## config.mk

```make
export PLATFORM = sky130hd
export DESIGN_NAME = pipe_src_flat
export DESIGN_NICKNAME = d
export VERILOG_FILES = /design/src/rtl/pipe_src_if.sv /design/src/rtl/pipe_src.sv /design/src/flat_wrapper.sv
export SDC_FILE = /design/constraint.sdc
export NUM_CORES = 1
export LEC_CHECK = 0
export ABC_AREA = 1
export CAP_MARGIN = 20
export CORE_ASPECT_RATIO = 0.8
export CORE_MARGIN = 2
export CORE_UTILIZATION = 30
export CTS_BUF_LIST = sky130_fd_sc_hd__clkbuf_8
export CTS_CLUSTER_SIZE = 20
export DETAILED_ROUTE_END_ITERATION = 10
export PLACE_DENSITY_LB_ADDON = 0.12
export SLEW_MARGIN = 10
export SYNTH_ARGS = -nofsm -noshare
export SYNTH_HDL_FRONTEND = slang
export SYNTH_SLANG_ARGS = --single-unit
```

## constraint.sdc

```tcl
create_clock -name clk -period 6.1 [get_ports clk]
set_clock_uncertainty 0.1 [all_clocks]
set_input_delay 1.525 -clock clk [delete_from_list [all_inputs] [get_ports clk]]
set_output_delay 1.525 -clock clk [all_outputs]
set_load 0.01 [all_outputs]
```

## src/rtl/pipe_src_if.sv

```systemverilog
// Upstream valid/ready bus feeding pipe_src: one sample pair plus its correction factor per beat.
interface pipe_src_if;
  logic        s_valid;
  logic        s_ready;
  logic [15:0] s_data0;
  logic [15:0] s_data1;
  logic [1:0]  s_cf;

  modport master (output s_valid, output s_data0, output s_data1, output s_cf, input s_ready);
  modport slave  (input s_valid, input s_data0, input s_data1, input s_cf, output s_ready);
endinterface

```

## src/rtl/pipe_src.sv

```systemverilog
// FIFO feeder for the two-lane correction pipe; issues one entry per cycle with a 2-cycle-delayed valid strobe.
// Define PIPE_SRC_STATS_EN to build the saturating issued-entry counter on o_sent_cnt.
module pipe_src #(
  parameter int DEPTH = 4
) (
  input  logic                     clk,
  input  logic                     rst_n,
  pipe_src_if.slave                s_if,
  input  logic                     i_hold,
  output logic                     o_en,
  output logic [1:0]               o_cf,
  output logic [15:0]              o_data0,
  output logic [15:0]              o_data1,
  output logic                     o_pipe_valid,
  output logic [$clog2(DEPTH):0]   o_count,
  output logic [15:0]              o_sent_cnt
);
  localparam int AW = $clog2(DEPTH);
  localparam int CW = AW + 1;

  logic [33:0]   r_mem [DEPTH];
  logic [AW-1:0] r_wr_ptr;
  logic [AW-1:0] r_rd_ptr;
  logic [CW-1:0] r_count;
  logic          r_en;
  logic [1:0]    r_cf;
  logic [15:0]   r_data0;
  logic [15:0]   r_data1;
  logic [1:0]    r_pv;

  logic          w_push;
  logic          w_pop;
  logic          w_ready;
  logic [33:0]   w_rd_entry;

  // Full/empty come from the count so pointer equality never has to be disambiguated.
  assign w_ready    = (r_count != CW'(DEPTH));
  assign w_push     = s_if.s_valid && w_ready;
  assign w_pop      = (r_count != '0) && !i_hold;
  assign w_rd_entry = r_mem[r_rd_ptr];

  always_ff @(posedge clk) begin
    if (w_push) begin
      r_mem[r_wr_ptr] <= {s_if.s_cf, s_if.s_data1, s_if.s_data0};
    end
  end

  always_ff @(posedge clk or negedge rst_n) begin
    if (!rst_n) begin
      r_wr_ptr <= '0;
      r_rd_ptr <= '0;
      r_count  <= '0;
    end else begin
      if (w_push) begin
        r_wr_ptr <= r_wr_ptr + AW'(1);
      end
      if (w_pop) begin
        r_rd_ptr <= r_rd_ptr + AW'(1);
      end
      case ({w_push, w_pop})
        2'b10:   r_count <= r_count + CW'(1);
        2'b01:   r_count <= r_count - CW'(1);
        default: r_count <= r_count;
      endcase
    end
  end

  // Output register holds the last issued entry while o_en is low.
  always_ff @(posedge clk or negedge rst_n) begin
    if (!rst_n) begin
      r_en    <= 1'b0;
      r_cf    <= '0;
      r_data0 <= '0;
      r_data1 <= '0;
      r_pv    <= '0;
    end else begin
      r_en <= w_pop;
      r_pv <= {r_pv[0], r_en};
      if (w_pop) begin
        r_cf    <= w_rd_entry[33:32];
        r_data1 <= w_rd_entry[31:16];
        r_data0 <= w_rd_entry[15:0];
      end
    end
  end

`ifdef PIPE_SRC_STATS_EN
  logic [15:0] r_sent_cnt;

  always_ff @(posedge clk or negedge rst_n) begin
    if (!rst_n) begin
      r_sent_cnt <= '0;
    end else if (w_pop && (r_sent_cnt != 16'hFFFF)) begin
      r_sent_cnt <= r_sent_cnt + 16'd1;
    end
  end

  assign o_sent_cnt = r_sent_cnt;
`else
  assign o_sent_cnt = 16'h0000;
`endif

  assign s_if.s_ready = w_ready;
  assign o_en         = r_en;
  assign o_cf         = r_cf;
  assign o_data0      = r_data0;
  assign o_data1      = r_data1;
  assign o_pipe_valid = r_pv[1];
  assign o_count      = r_count;
endmodule

```

## src/flat_wrapper.sv

```systemverilog
// flat-port wrapper written by rule: the top's interface ports become plain ports
module pipe_src_flat 
#(
  parameter int DEPTH = 4
)
  (clk, rst_n, i_hold, o_en, o_cf, o_data0, o_data1, o_pipe_valid, o_count, o_sent_cnt, s_if_s_valid, s_if_s_data0, s_if_s_data1, s_if_s_cf, s_if_s_ready);
  pipe_src_if s_if_i ();
  input  logic clk;
  input  logic rst_n;
  input  logic i_hold;
  output logic o_en;
  output logic [1:0] o_cf;
  output logic [15:0] o_data0;
  output logic [15:0] o_data1;
  output logic o_pipe_valid;
  output logic [$clog2(DEPTH):0] o_count;
  output logic [15:0] o_sent_cnt;
  input wire logic [$bits(s_if_i.s_valid)-1:0] s_if_s_valid;
  input wire logic [$bits(s_if_i.s_data0)-1:0] s_if_s_data0;
  input wire logic [$bits(s_if_i.s_data1)-1:0] s_if_s_data1;
  input wire logic [$bits(s_if_i.s_cf)-1:0] s_if_s_cf;
  output wire logic [$bits(s_if_i.s_ready)-1:0] s_if_s_ready;
  assign s_if_i.s_valid = s_if_s_valid;
  assign s_if_i.s_data0 = s_if_s_data0;
  assign s_if_i.s_data1 = s_if_s_data1;
  assign s_if_i.s_cf = s_if_s_cf;
  assign s_if_s_ready = s_if_i.s_ready;
  pipe_src #(.DEPTH(DEPTH)) u_core (.clk(clk), .rst_n(rst_n), .s_if(s_if_i), .i_hold(i_hold), .o_en(o_en), .o_cf(o_cf), .o_data0(o_data0), .o_data1(o_data1), .o_pipe_valid(o_pipe_valid), .o_count(o_count), .o_sent_cnt(o_sent_cnt));
endmodule
```

==> reports/metrics.cfg <==
[worst_setup_path]
cp.arrival_ns = 3.70
path_class = input port to register
cpPeakStageDelay_ns = 0.65
cpLargestDelayFamily = simple AND/OR/NAND/NOR gates
path_cells = clkdlybuf4s50_1 -> inv_1 -> nand2_2 -> inv_2 -> ha_1 -> fa_1 -> nand2_1 -> nand3_1 -> xor2_1
cp_slowest_cell = nand2_2
cp_max_fo = 38
endpoint_kind = register
required_ns = 6.34
startpoint_type = input port
path_buf_inv = 3

[synthesis]
syn_area_um2 = 7630
yosys.area.top_type = edfxtp_1
yosysWarnings = 0
syn_inst = 747
synth_top_family_by_area = simple AND/OR/NAND/NOR gates
yosys.area_share.adder = 0.0108
synthTopCellsByArea = edfxtp_1 54%, dfrtp_1 14%, nand2_1 14%
synth-simple-area-share = 0.188
ys_seq_area_frac = 0.680
synth-xor-area-share = 0.00574
syn_avg_cell_area_um2 = 10.2
ys_ff_latch = 180
synth_cell_types = 17
synth_compound_area_frac = 0.000656
synth_mux_area_frac = 0
yosysTopAreaCellShare = 0.535

[power]
combPwrFrac = 0.351
p_int_mw = 2.54
ir_drop_uv = 199
powerDensity_nw_per_um2 = 444
p_leak_nw = 4.11
switching_share = 0.365
clockPowerShare = 0.194
p_seq_frac = 0.455
total_power_mw = 4.00
p_sw_mw = 1.46

[clock_network]
clock-sinks = 180
ctsResizeCount = 0
clk_pin_slew_worst_paths_ns = 0.09
cts_tree = done
insertion_delay_ns = 0.45
postCtsSetupRepairBufs = 0
cts_hold_buf = 0
cts_htree_levels = 4
clockRootBuffer = clkbuf_8
cts_made_buffers = 17
clk_path_buf_depth = 2

[grt]
grt_overflow = 0
grt_use_total = 0.129
antenna_found_initial = 0
grt_max_degree = 70
grt_pass1_vias = 4565
grt_pass1_wl_um = 26100

[detailed_routing]
routedWlPerCell_um = 14.0
dr_total_vias = 4675
drt_iter0_drc = 238
drt_drc_violations_left = 0
drt_pre_antenna_iters = 4
vias_per_cell = 4.04
ant_nets = 0
drt_wl_total_um = 16200

[final_layout]
final_layout_size_suffix_gt1_frac = 0.0588
diodes = 0
most-common-layout-cells = 283 x nand2_1, 148 x inv_1, 136 x edfxtp_1, 76 x clkdlybuf4s50_1, 70 x nand3_1
final_nets = 865
final_common_cell = nand2_1
area_delta_synth_final_pct = 18.2

[timing]
slew_viol_final = 0
slew_headroom = 0.323
hold_violations = 0
layout_min_cycle_time_ns = 3.46
tns_ns = 0
setup_violations = 0
fmax_ghz = 0.289
rsz0062_at_grt = no
post-route-period-util = 0.567
worstMarginPinSlew_ns = 1.01

[placement]
dp_hpwl_um = 9050
gp_congestion = 0.660
port_buffers = 77

[run_status]
outcome = finished clean

[floorplan]
die_x_um = 182
die_y_um = 147
die_area_um2 = 26700
boundaryPins = 94
core.rowCount = 52
core_um2 = 25100
start_util = 0.304

[job]
drv_cap = 0

[hold_path]
hold_path.class = register to register

Yosys cell counts (all sizes together):
| cell type | n |
|---|---|
| nand2 | 284 |
| inv | 150 |
| edfxtp | 136 |
| nand3 | 70 |
| buf | 44 |
| dfrtp | 44 |
| ha | 5 |
| nor2 | 5 |
| xor2 | 3 |
| xnor2 | 2 |
| clkbuf | 1 |
| conb | 1 |
| fa | 1 |
| o21ai | 1 |
state kept, by name, indices dropped and copies added (netlist names):
| register | count |
|---|---|
| u_core.o_cf | 2 |
| u_core.r_pv | 2 |
| u_core.o_en | 1 |
| u_core.o_data0 | 16 |
| u_core.r_mem | 136 |
| u_core.o_data1 | 16 |
| u_core.o_count | 3 |
| u_core.r_rd_ptr | 2 |
| u_core.r_wr_ptr | 2 |
final timing paths:
check | end | start | cells past startpoint | slack [ns]
worst max-delay path | u_core.o_count[2]$_DFFE_PN0P_ | i_hold | 9 | 2.64
worst min-delay path | u_core.r_pv[1]$_DFF_PN0_ | u_core.r_pv[0]$_DFF_PN0_ | 0 | 0.26
worst max register to register | u_core.o_count[2]$_DFFE_PN0P_ | u_core.o_count[0]$_DFFE_PN0P_ | 9 | 3.46
worst min register to register | u_core.r_pv[1]$_DFF_PN0_ | u_core.r_pv[0]$_DFF_PN0_ | 0 | 0.26
max in group asynchronous | u_core.r_rd_ptr[1]$_DFFE_PN0P_ | rst_n | 2 | 4.35
min in group asynchronous | u_core.o_count[0]$_DFFE_PN0P_ | rst_n | 2 | 1.08
logic make-up (layout without fill, tap and decap cells):
group	count (synthesis)	after routing
other	1	16
DFF	180	180
adders and majority gates	6	6
and+or+nand+nor	359	359
buffers and inverters	195	267
AOI/OAI and AO/OA	1	1
xor gates and xnor gates	5	5
layer usage:
metal	part of all wire	global-route usage	vias up
li1	-	-	2404
met1	0.48	0.171	2188
met2	0.47	0.212	75
met3	0.035	0.0289	8
met4	0.010	0.0387	0
met5	0	0	-
layout make-up:
class	instances	area [um2]
repair buffers	85	826
multi-input cells	387	1660
clock buffers	19	262
well taps	324	405
flip-flops and latches	180	5190
clock inverters	13	111
inverters	150	563
fillers	2532	16100
metrics by stage:
| step | setup slack (ns) | instance area, um2 | hold WS (ns) | util | std cells |
|---|---|---|---|---|---|
| final | 2.64 | 9010 | 0.257 | 0.359 | 1158 |
| after global routing | 2.49 | 9010 | 0.266 | 0.359 | 1158 |
| after CTS | 2.58 | 9010 | 0.258 | 0.359 | 1158 |
| after detailed placement | 2.07 | 8640 | 0.236 | 0.344 | 1126 |
| after global placement | 2.10 | 8640 | 0.235 | 0.344 | 1126 |
| after floorplan | 2.45 | 7680 | 0.231 | - | 762 |
power by group through the flow:
| stage | Clock [mW] | Sequential [mW] | Combinational (mW) |
|---|---|---|---|
| after global routing | 0.860 | 1.86 | 1.61 |
| after floorplan | 0 | 1.85 | 0.877 |
| final | 0.776 | 1.82 | 1.41 |
| after CTS | 0.809 | 1.83 | 1.46 |
| after global placement | 0 | 1.86 | 1.45 |
| after detailed placement | 0 | 1.85 | 1.45 |
(Power assumes the default switching activity.)
